--- src/rtl/tile_blitter.sv ---
// tile_blitter: copies one TILE_W x TILE_H tile from tile ROM into the
// 640x480 16-bit frame-buffer bRAM (port A), one pixel per clock.
// Supports signed placement with screen clipping, colour-key transparency,
// horizontal flip and a ROM read latency of ROM_LAT cycles.
//
// Ports:
//   clk        system clock (100 MHz)
//   RSTN       asynchronous reset, active-low
//   start      one-cycle request, sampled only while idle
//   tile_base  ROM word address of tile pixel (0,0)
//   left/top   signed screen position of tile column 0 / row 0
//   key_en     skip pixels equal to KEY_COLOR
//   flip_x     mirror the tile horizontally
//   busy       high from the cycle after start until done
//   done       one-cycle completion pulse
//   rom_addr   tile ROM address (registered)
//   rom_data   tile ROM data, valid ROM_LAT cycles after rom_addr
//   dst_addr   frame-buffer address
//   dst_data   frame-buffer write data
//   dst_wr     frame-buffer write enable
module tile_blitter #(
  parameter int          TILE_W    = 32,
  parameter int          TILE_H    = 32,
  parameter int          SCR_W     = 640,
  parameter int          SCR_H     = 480,
  parameter int          ROM_AW    = 16,
  parameter int          ROM_LAT   = 1,
  parameter logic [15:0] KEY_COLOR = 16'hF81F
) (
  input  logic              clk,
  input  logic              RSTN,
  input  logic              start,
  input  logic [ROM_AW-1:0] tile_base,
  input  logic [10:0]       left,
  input  logic [10:0]       top,
  input  logic              key_en,
  input  logic              flip_x,
  output logic              busy,
  output logic              done,
  output logic [ROM_AW-1:0] rom_addr,
  input  logic [15:0]       rom_data,
  output logic [18:0]       dst_addr,
  output logic [15:0]       dst_data,
  output logic              dst_wr
);

  localparam int          CW  = (TILE_W > 1) ? $clog2(TILE_W) : 1;
  localparam int          RW  = (TILE_H > 1) ? $clog2(TILE_H) : 1;
  localparam int unsigned NST = ROM_LAT + 1;

  typedef enum logic [1:0] {S_IDLE, S_RUN, S_DRAIN, S_DONE} state_t;

  // One issued pixel: x/y are 12-bit two's complement screen coordinates.
  typedef struct packed {
    logic        v;
    logic [11:0] x;
    logic [11:0] y;
  } stage_t;

  state_t            state_q, state_d;
  logic [ROM_AW-1:0] base_q;
  logic [10:0]       left_q, top_q;
  logic              key_q, flip_q;
  logic [RW-1:0]     row_q, row_d;
  logic [CW-1:0]     col_q, col_d;
  logic [ROM_AW-1:0] rom_addr_q;
  stage_t            pipe_q [NST];
  logic [18:0]       dst_addr_q;
  logic [15:0]       dst_data_q;
  logic              dst_wr_q;

  // Issue-side sources: while idle the raw inputs feed the first issue,
  // afterwards the latched copies are used.
  logic [ROM_AW-1:0] base_n;
  logic [10:0]       left_n, top_n;
  logic              flip_n;
  logic              issue;
  logic [CW-1:0]     c_n;
  logic [ROM_AW-1:0] addr_n;
  logic [11:0]       x_n, y_n;
  logic              any_vld;

  // Data-stage signals
  logic [11:0] xd, yd;
  logic        in_x, in_y, keyed, wr_n;
  logic [18:0] addr_w;

  always_comb begin
    state_d = state_q;
    row_d   = row_q;
    col_d   = col_q;
    issue   = 1'b0;
    if (state_q == S_IDLE) begin
      base_n = tile_base;
      left_n = left;
      top_n  = top;
      flip_n = flip_x;
    end else begin
      base_n = base_q;
      left_n = left_q;
      top_n  = top_q;
      flip_n = flip_q;
    end

    case (state_q)
      S_IDLE: begin
        if (start) begin
          state_d = S_RUN;
          row_d   = '0;
          col_d   = '0;
          issue   = 1'b1;
        end
      end
      S_RUN: begin
        // row_d/col_d name the pixel issued on the next clock edge.
        if (col_q == CW'(TILE_W - 1)) begin
          col_d = '0;
          if (row_q == RW'(TILE_H - 1)) begin
            state_d = S_DRAIN;
          end else begin
            row_d = row_q + RW'(1);
            issue = 1'b1;
          end
        end else begin
          col_d = col_q + CW'(1);
          issue = 1'b1;
        end
      end
      S_DRAIN: begin
        if (!any_vld) state_d = S_DONE;
      end
      S_DONE: state_d = S_IDLE;
      default: state_d = S_IDLE;
    endcase

    c_n    = flip_n ? (CW'(TILE_W - 1) - col_d) : col_d;
    addr_n = base_n + ROM_AW'(row_d) * ROM_AW'(TILE_W) + ROM_AW'(c_n);
    // Screen position uses the un-flipped column so a flipped tile covers
    // the same rectangle.
    x_n    = {left_n[10], left_n} + 12'(col_d);
    y_n    = {top_n[10], top_n} + 12'(row_d);
  end

  always_comb begin
    any_vld = 1'b0;
    for (int unsigned i = 0; i < NST; i++) any_vld = any_vld | pipe_q[i].v;
  end

  always_comb begin
    xd     = pipe_q[NST-1].x;
    yd     = pipe_q[NST-1].y;
    in_x   = !xd[11] && (xd < 12'(SCR_W));
    in_y   = !yd[11] && (yd < 12'(SCR_H));
    keyed  = key_q && (rom_data == KEY_COLOR);
    wr_n   = pipe_q[NST-1].v && in_x && in_y && !keyed;
    addr_w = 19'(yd) * 19'(SCR_W) + 19'(xd);
  end

  always_ff @(posedge clk or negedge RSTN) begin
    if (!RSTN) begin
      state_q    <= S_IDLE;
      base_q     <= '0;
      left_q     <= '0;
      top_q      <= '0;
      key_q      <= 1'b0;
      flip_q     <= 1'b0;
      row_q      <= '0;
      col_q      <= '0;
      rom_addr_q <= '0;
      for (int unsigned i = 0; i < NST; i++) pipe_q[i] <= '0;
      dst_addr_q <= '0;
      dst_data_q <= '0;
      dst_wr_q   <= 1'b0;
    end else begin
      state_q <= state_d;
      row_q   <= row_d;
      col_q   <= col_d;
      if (state_q == S_IDLE && start) begin
        base_q <= tile_base;
        left_q <= left;
        top_q  <= top;
        key_q  <= key_en;
        flip_q <= flip_x;
      end
      if (issue) rom_addr_q <= addr_n;
      pipe_q[0] <= '{v: issue, x: x_n, y: y_n};
      for (int unsigned i = 1; i < NST; i++) pipe_q[i] <= pipe_q[i-1];
      dst_wr_q <= wr_n;
      if (wr_n) begin
        dst_addr_q <= addr_w;
        dst_data_q <= rom_data;
      end
    end
  end

  assign busy     = (state_q == S_RUN) || (state_q == S_DRAIN);
  assign done     = (state_q == S_DONE);
  assign rom_addr = rom_addr_q;
  assign dst_addr = dst_addr_q;
  assign dst_data = dst_data_q;
  assign dst_wr   = dst_wr_q;

endmodule

--- config.mk ---
export PLATFORM = sky130hd
export DESIGN_NAME = tile_blitter
export DESIGN_NICKNAME = d
export VERILOG_FILES = /design/src/rtl/tile_blitter.sv
export SDC_FILE = /design/constraint.sdc
export NUM_CORES = 1
export LEC_CHECK = 0
export CELL_PAD_IN_SITES_DETAIL_PLACEMENT = 1
export CELL_PAD_IN_SITES_GLOBAL_PLACEMENT = 2
export CORE_ASPECT_RATIO = 1.1
export CORE_MARGIN = 1
export CORE_UTILIZATION = 39
export DETAILED_ROUTE_END_ITERATION = 16
export PLACE_DENSITY = 0.9
export SKIP_LAST_GASP = 1
export SLEW_MARGIN = 20
export SYNTH_ARGS = -nofsm -noshare
export SYNTH_HDL_FRONTEND = slang
export SYNTH_SLANG_ARGS = --single-unit
--- constraint.sdc ---
create_clock -name clk -period 7.6 [get_ports clk]
set_clock_uncertainty 0.2 [all_clocks]
set_input_delay 1.14 -clock clk [delete_from_list [all_inputs] [get_ports clk]]
set_output_delay 1.14 -clock clk [all_outputs]
set_load 0.01 [all_outputs]
# Yosys cells after proc, flatten, opt, wreduce, memory -nomap -nowiden
# Cells that the tools add are included.
[classes]
addsub = 8
mul = 1
n_div = 0
n_lt_le_gt_ge = 2
n_eq_ne = 10
n_shift = 0
n_mux = 21
bitwise_logic = 1
n_reduce_logical = 13
[op_table]
columns = ["cell", "n"]
rows = [
  ["2-to-1 mux 5 bit", 6],
  ["adder 11 x 6 -> 12 bit", 2],
  ["2-to-1 mux 11 bit", 2],
  ["one-hot mux 5 bit (2 select lines)", 2],
  ["adder 19 x 12 -> 19 bit", 1],
  ["adder 16 x 10 -> 16 bit", 1],
  ["adder 16 x 5 -> 16 bit", 1],
  ["equality test 16 bit (second input constant)", 1],
  ["2-to-1 mux 16 bit", 1],
  ["less-than comparator 12 x 10 -> 1 bit (second input constant)", 1],
  ["less-than comparator 12 x 9 -> 1 bit (second input constant)", 1],
  ["multiplier 12 x 3 -> 12 bit (second input constant)", 1],
  ["adder 5 x 1 -> 5 bit (second input constant)", 2],
  ["equality test 5 bit (second input constant)", 2],
  ["2-to-1 mux 2 bit", 4],
  ["inequality test 2 bit (second input constant)", 4],
  ["one-hot mux 2 bit (4 select lines)", 1],
  ["logical AND 1 bit", 7],
  ["subtractor 5 bit (first input constant)", 1],
  ["equality test 2 bit (second input constant)", 2],
  ["2-to-1 mux 1 bit", 4],
  ["AND reduction 4 bit", 1],
  ["logical NOT 1 bit", 3],
  ["equality test 2 x 1 -> 1 bit (second input constant)", 1],
  ["4 further kinds", 4],
]
[totals]
ff_bits = 154
latch_bits = 0
ram_bits = 0
romBits = 0
inputBits = 59
out_inout_bits = 54
word_cells = 74
memories = 0

# Longest topological paths before layout
# Gate-level depths: netlist of the first run.
[depth]
ltp_word = 6
mapped_depth = 17
depth_no_buf = 16

# Worst setup path before layout of the first run
# Ideal clock, no wire load.
[synth_timing]
path_type = "register -> register"
from = "reg state_q[0]"
to = "reg rom_addr_q[15], in the netlist rom_addr[15]"
setup_time_ns = 0.136
t_arrival_ns = 3.798
required_time_ns = 7.264
setup_slack_ns = 3.465
path_stages_with_launch = 17
path_cell_list = "dfrtp_1 > inv_1 > ha_1 > buf_6 > clkbuf_1 > clkbuf_1 > buf_1 > mux2_2 > ha_1 > or3_1 > clkbuf_1 > or3_1 > o32ai_1 > a211oi_1 > o21ai_0 > xnor2_1 > o21ai_0"
[synth_via]
elab_chain_len = 5
word_cells_on_any_way = 11
[synth_lines]
columns = ["item", "line_no", "rtl"]
rows = [
  ["start: declaration", "60", "state_t state_q, state_d;"],
  ["start signal: assignment", "175", "state_q <= state_d;"],
  ["branches (longest 5 deep; another with adder 16 x 10 -> 16 bit)", "n/a", ""],
  ["end signal: assignment", "185", "if (issue) rom_addr_q <= addr_n;"],
  ["end: declaration", "66", "logic [ROM_AW-1:0] rom_addr_q;"],
]
# Parallel ways; which one is timed is not known.
# A chain may end at the register's enable or synchronous reset.

# Final worst setup path of the first run
[layout_timing]
from = "reg state_q[0]"
to = "reg rom_addr_q[15], in the netlist rom_addr[15]"
[layout_via]
elab_chain_len = 5
word_cells_on_any_way = 11
[layout_lines]
columns = ["item", "line_no", "rtl"]
rows = [
  ["equality test 2 x 1 -> 1 bit or logical NOT 2 bit (tied branches)", "105", "case (state_q)"],
  ["one-hot mux 5 bit (2 select lines) (*)", "105", ""],
  ["via col_d[2]", "65", "logic [CW-1:0] col_q, col_d;"],
  ["subtractor 5 bit", "136", "c_n = flip_n ? (CW'(TILE_W - 1) - col_d) : col_d;"],
  ["2-to-1 mux 5 bit (*)", "136", ""],
  ["adder 16 x 5 -> 16 bit (*)", "137", "addr_n = base_n + ROM_AW'(row_d) * ROM_AW'(TILE_W) + ROM_AW'(c_n);"],
]
# Mark *: on every way through the listed nets, which the timed path passes. The rest lies on a longest branch.

==> out/metrics.cfg, run 1 <==
[status]
run_status=finished clean

[setup_path]
r2r-start=state_q[0]
endpoint_kind=flop
r2r-end=rom_addr[15]
worstPathRequired_ns=7.68
crit_start=state_q[0]
startpoint_type=flop
worstPathMaxFanout=60
slowest_stage=buf_4
slowest_delay_ns=0.61
rr_worst_depth=15
r2r_slack_ns=2.91
crit_type=flop to flop
cp_cell_sequence=inv_1, ha_2, buf_4, mux2i_2, o21ai_0, o21ai_0, xnor2_1, ha_1, nand2_1, o211ai_1, o221ai_1, a211oi_1, o21ai_0, xnor2_1, o21ai_0
path_common_cell=o21ai_0
cp.arrival_ns=4.78

[synth]
async_reset_ff_frac=1.00
synthFlopType=dfrtp_1
ys_warn_count=0
synth_seq_cells=154
synth_area_um2=7780
synthDistinctLibCells=58
yosys.area.top_type_share=0.495
synth_edf_count=0
yosys.area.top_type=dfrtp_1
synthTopCellsByArea=dfrtp_1 50%, mux2_2 13%, ha_1 7.7%
synth-seq-area-share=0.495
synthesis.instances=656
syn-num-nets=768
syn_area_per_cell_um2=11.9

[grt]
grt_busiest_layer=met2
grt_overflow_total=0
grt_max_degree=94
antenna_found_initial=0
grt.met2_usage=0.341
gr-usage-all-layers=0.192
met3_usage=0.0374
grt_pass1_vias=6119
met1_usage=0.226
grt_pass1_wl_um=30500

[floorplan]
die_w_um=137
core_area_um2=19300
chipHeight_um=150
start_util=0.403
row_count=53
ios=113
die_area_um2=20500

[clock_network]
postCtsHoldBufs=0
clockBufferDepth=2
cts_root_buf=clkbuf_16
ctsHtreeMaxLevel=4
cts-resized-gates=0
cts_tree=yes
cts_setup_buffers=0
path_clk_slew_ns=0.07
cts_buffers=17
worstSkewPairLatency_ns=0.43
numClockSinks=154

[power_and_ir_drop]
leakage_uw=0.00420
ir_drop_v=0.000358
power_density_nw_per_um2=509

[detailed_routing]
wire_per_inst_um=17.6
postRouteAntennaNets=0
routed_via_density=5.28
route.vias.total=5440
drc=0
dr.pass1.iters=4
drt_iter0_markers=229
routed_wl_um=18100

[timing]
worst_slew_pin_slew_ns=0.838
fin_setup_tns_ns=0
slew-limit-headroom=0.441
grt_setup_unrepaired=false
hold_slack_ns=0.148
fmax_mhz=213
hold_viol_final=0
fin_crit_sh=0.618
slew_violations=0
setup_viol=0
period_minus_slack_ns=4.69

[min_path]
min_path_type=flop to flop
holdPathStages=0
min_to=xd[7]
hp-start=pipe_q[44]

[finish]
layout-drive-gt1-share=0.175
fillers=1994
synthToLayoutAreaGrowth_pct=25.7
diodes=0
fin_nets=882

[place]
gp_congestion=0.835
io_buffers=112
hpwl_um=13200

[job]
cap_violations=0

## worst max-delay path by stage
stage	depth (start not counted)	to	slack, ns
2_1_floorplan	16	rom_addr[15]	3.47
3_3_place_gp	13	rom_addr[15]	2.96
3_5_place_dp	13	rom_addr[15]	2.78
4_1_cts	15	rom_addr[15]	2.89
5_1_grt	15	rom_addr[15]	2.49
6_report	15	rom_addr[15]	2.91
## per-layer routing
| metal | vias to the layer above | share of wire |
|---|---|---|
| met4 | 0 | 0.022 |
| met2 | 120 | 0.51 |
| li1 | 2578 | - |
| met5 | - | 0 |
| met1 | 2710 | 0.43 |
| met3 | 32 | 0.039 |
## layout by cell type (no fill, tap or decap), types with 3 or more instances in the layout
cell type and instances:
nand3_1 5, o21ai_0 36, nand2_1 30, inv_1 19
mux2_2 89, dfrtp_1 154, buf_4 3, nand2b_1 6
a211oi_1 5, o21a_1 4, a32oi_1 6, a21o_1 10
nand4_1 6, inv_6 7, clkdlybuf4s50_1 111, a21oi_1 36
clkinvlp_4 3, and3_1 3, clkbuf_16 17, nor2b_1 13
xnor2_1 38, mux2i_1 15, o31ai_1 3, nor2_1 33
or2_2 3, ha_1 47, xor2_1 16, a22o_1 4
fa_1 5, nor3_1 6, o21bai_1 5
## stage by stage
| stage | worst slack (ns) | instances | cell area, um2 | util | total power [uW] |
|---|---|---|---|---|---|
| 6_report | 2.91 | 1030 | 9780 | 0.507 | 4980 |
| 5_1_grt | 2.49 | 1030 | 9780 | 0.507 | 5390 |
| 4_1_cts | 2.89 | 1030 | 9770 | 0.507 | 5040 |
| 3_5_place_dp | 2.78 | 998 | 9180 | 0.476 | 4120 |
| 3_3_place_gp | 2.96 | 998 | 9180 | 0.476 | 3980 |
| 2_1_floorplan | 3.47 | 656 | 7780 | - | 3270 |
## cell families after synthesis
| family | count (synthesis) | share of synthesized area |
|---|---|---|
| flops | 154 | 0.495 |
| compound gates | 131 | 0.107 |
| simple gates | 117 | 0.0738 |
| xor+xnor | 54 | 0.0608 |
| fa+ha+maj | 55 | 0.0928 |
| mux | 105 | 0.150 |
| buf+inv | 40 | 0.0203 |
## area by class of cell
type                    count  area (um2)  area share
clock buffers              18         439      0.0449
clock inverters            14         158      0.0161
inverters                  20        75.1     0.00768
multi-input cells         462        3800       0.389
flip-flops and latches    154        3850       0.394
well taps                 247         309      0.0316
repair buffers            115        1140       0.117
## synth_stat cells (all sizes together), types with 2 or more instances
cell,n
a221oi,2
a22o,4
clkbuf,11
o311ai,2
dfrtp,154
nand2,32
a21o,10
nor3,6
o211ai,2
inv,20
a32o,2
maj3,2
a21oi,36
mux2,89
and3,3
nand3,5
ha,48
a32oi,6
nand4,6
fa,5
nor2b,13
xnor2,38
or3,2
and2,2
or2,3
o21bai,5
o31ai,3
nor4,2
nor2,33
a211oi,5
nand2b,6
mux2i,16
a31oi,2
buf,9
o21ai,36
o21a,4
xor2,16
a21boi,2
## registers in the layout, summed over array words and instances (netlist names), 2 cells and up
register  cells
rom_addr     16
base_q       16
left_q       11
dst_data     16
top_q        11
row_q         5
dst_addr     19
xd           12
pipe_q       26
state_q       2
col_q         5
yd           12
## report_power, final
group	switching, uW	internal [uW]
Clock	364	499
Sequential	215	1220
Combinational	1380	1300
Total	1960	3020
## worst max-delay path, delay by kind of cell (launching register included)
family,cells,cell delay (ns)
AND/OR/NAND/NOR,1,0.08
buffers and inverters,2,0.73
adder cells (fa/ha/maj),2,0.54
XOR/XNOR,2,0.30
multiplexers,1,0.59
AO/OA/AOI/OAI,7,1.66
flip-flops,1,0.43
(Power assumes the default switching activity.)
==> run 2: changes to the inputs <==
--- a/config.mk
+++ b/config.mk
@@ -9,9 +9,9 @@
 export CELL_PAD_IN_SITES_GLOBAL_PLACEMENT = 2
 export CORE_ASPECT_RATIO = 1.1
 export CORE_MARGIN = 1
-export CORE_UTILIZATION = 39
+export CORE_UTILIZATION = 33
 export DETAILED_ROUTE_END_ITERATION = 16
-export PLACE_DENSITY = 0.9
+export PLACE_DENSITY = 0.81
 export SKIP_LAST_GASP = 1
 export SLEW_MARGIN = 20
 export SYNTH_ARGS = -nofsm -noshare
==> constraint.sdc (replaced) <==
create_clock -name clk -period 3.95 [get_ports clk]
set_clock_uncertainty 0.2 [all_clocks]
set_input_delay 0.5925 -clock clk [delete_from_list [all_inputs] [get_ports clk]]
set_output_delay 0.5925 -clock clk [all_outputs]
set_load 0.01 [all_outputs]
==> out/metrics.cfg, run 2 (synthesis gave the netlist of run 1 again) <==
[grt]
grt_pass1_vias=5860
antenna_found_initial=0
grt_max_degree=108
grt_overflow_total=0
gr-usage-all-layers=0.156
grt_pass1_wl_um=29500

[power_and_ir_drop]
seqPwrFrac=0.285
power_density_nw_per_um2=953
leakage_uw=0.00433
ir_drop_v=0.000390
combPwrFrac=0.542
clockPowerShare=0.173
p_sw_uw=3660
switching_share=0.381
p_int_uw=5960

[clock_network]
cts_tree=yes
cts_buffers=17
cts_root_buf=clkbuf_16
numClockSinks=154
path_clk_slew_ns=0.06
clockBufferDepth=2
worstSkewPairLatency_ns=0.42
ctsHtreeMaxLevel=4

[finish]
stdcell_area_um2=10100
synthToLayoutAreaGrowth_pct=29.7
largest_reg_flops=26
largest-register=pipe_q
fillers=2468
layout_commonest_cell=dfrtp_1
diodes=0
multi_input_area_um2=3830
regArea_um2=3850
layout-drive-gt1-share=0.204
layout_common_cells=154 x dfrtp_1, 111 x clkdlybuf4s50_1, 89 x mux2_2
fin_nets=906

[detailed_routing]
routed_wl_um=17600
postRouteAntennaNets=0
routed_via_density=4.93
route.vias.total=5463
drt_iter0_markers=174
dr.pass1.iters=4
wire_per_inst_um=15.9
drc=0

[status]
run_status=finished clean

[setup_path]
r2r_slack_ns=0.18
worstPathRequired_ns=4.04
endpoint_kind=flop
crit_type=flop to flop
cp.arrival_ns=3.86
worstPathMaxFanout=5
startpoint_type=flop

[timing]
slew_violations=0
slew-limit-headroom=0.586
period_minus_slack_ns=3.77
setup_viol=0
worst_slew_pin_slew_ns=0.605
grt_setup_unrepaired=true
fin_crit_sh=0.954
fmax_mhz=265
postLayoutSetupSlackWorst_ns=0.180
hold_viol_final=0

[place]
placed_cell_area_um2=9410
io_buffers=112
hpwl_um=12800
gp_congestion=0.802
dp_slack_ns=0.0643

[floorplan]
start_util=0.338
row_count=58
chipHeight_um=163
die_area_um2=24200
core_area_um2=23000
ios=113
die_w_um=148

[job]
cap_violations=0

[min_path]
min_path_type=flop to flop

==> run 2: changes by cell type in the layout (fill, tap and decap cells not counted), moves of 2 or more <==
cell | previous run | this run
o21ai_1 | 0 | 3
clkinv_4 | 1 | 3
clkbuf_8 | 1 | 3
buf_4 | 3 | 25
inv_6 | 7 | 2
o21ai_0 | 36 | 33
==> run 2: final cells by class <==
cell class              instances  share of cell area
clock buffers                  21              0.0466
clock inverters                11              0.0134
inverters                      20             0.00744
multi-input cells             462               0.380
flip-flops and latches        154               0.382
well taps                     300              0.0372
repair buffers                139               0.134
==> run 2: repair_timing <==
action	CTS	global route
buffers inserted	0	1
endpoints found under the hold margin	0	38
hold buffers	0	1
resized for setup	0	10
setup endpoints to repair	0	8
==> run 2: metal layers <==
layer	vias to the layer above	part of all wire	track usage
li1	2615	-	-
met5	-	0	0
met4	0	0.0069	0.0436
met1	2730	0.46	0.199
met2	106	0.50	0.265
met3	12	0.032	0.0335
==> run 2: final timing paths <==
kind | from | endpoint | cells after the start
min in group asynchronous | RSTN | rom_addr[0] | 2
max | col_q[0] | pipe_q[31] | 12
min reg2reg | pipe_q[29] | yd[4] | 0
max reg2reg | col_q[0] | pipe_q[31] | 12
min | pipe_q[29] | yd[4] | 0
max in group asynchronous | RSTN | left_q[1] | 4
==> run 2: per-stage QoR <==
step,util,hold slack (ns),setup TNS (ns),power [uW],std cells
global placement,0.409,0.132,0,7840,1072
floorplan,-,0.0969,0,6300,656
CTS,0.435,0.149,0,9720,1104
detailed placement,0.409,0.136,0,7950,1072
finish,0.439,0.147,0,9620,1107
global route,0.439,0.153,-0.0608,10500,1107
==> run 2: power groups by stage <==
| stage | Combinational, uW | Clock, uW | Sequential [uW] |
|---|---|---|---|
| floorplan | 3520 | 0 | 2780 |
| finish | 5210 | 1660 | 2740 |
| detailed placement | 5180 | 0 | 2770 |
| global route | 5860 | 1790 | 2850 |
| global placement | 5100 | 0 | 2740 |
| CTS | 5240 | 1720 | 2750 |
==> run 2: critical path, stage by stage (launching register included) <==
cell	delay [ns]
dfrtp_1	0.40
ha_1	0.23
and3_1	0.21
ha_1	0.24
nand2b_1	0.14
mux2_2	0.34
a22o_1	0.21
buf_4	0.16
fa_1	0.47
maj3_2	0.36
o311ai_0	0.40
xor2_1	0.18
mux2i_1	0.08
==> run 3: changes to the inputs <==
--- a/config.mk
+++ b/config.mk
@@ -5,12 +5,14 @@
 export SDC_FILE = /design/constraint.sdc
 export NUM_CORES = 1
 export LEC_CHECK = 0
+export CAP_MARGIN = 0
 export CELL_PAD_IN_SITES_DETAIL_PLACEMENT = 1
 export CELL_PAD_IN_SITES_GLOBAL_PLACEMENT = 2
 export CORE_ASPECT_RATIO = 1.1
 export CORE_MARGIN = 1
 export CORE_UTILIZATION = 33
 export DETAILED_ROUTE_END_ITERATION = 16
+export GPL_ROUTABILITY_DRIVEN = 0
 export PLACE_DENSITY = 0.81
 export SKIP_LAST_GASP = 1
 export SLEW_MARGIN = 20
==> results of run 3 <==
The final DEF is identical to that of run 2; final timing and power are the same.
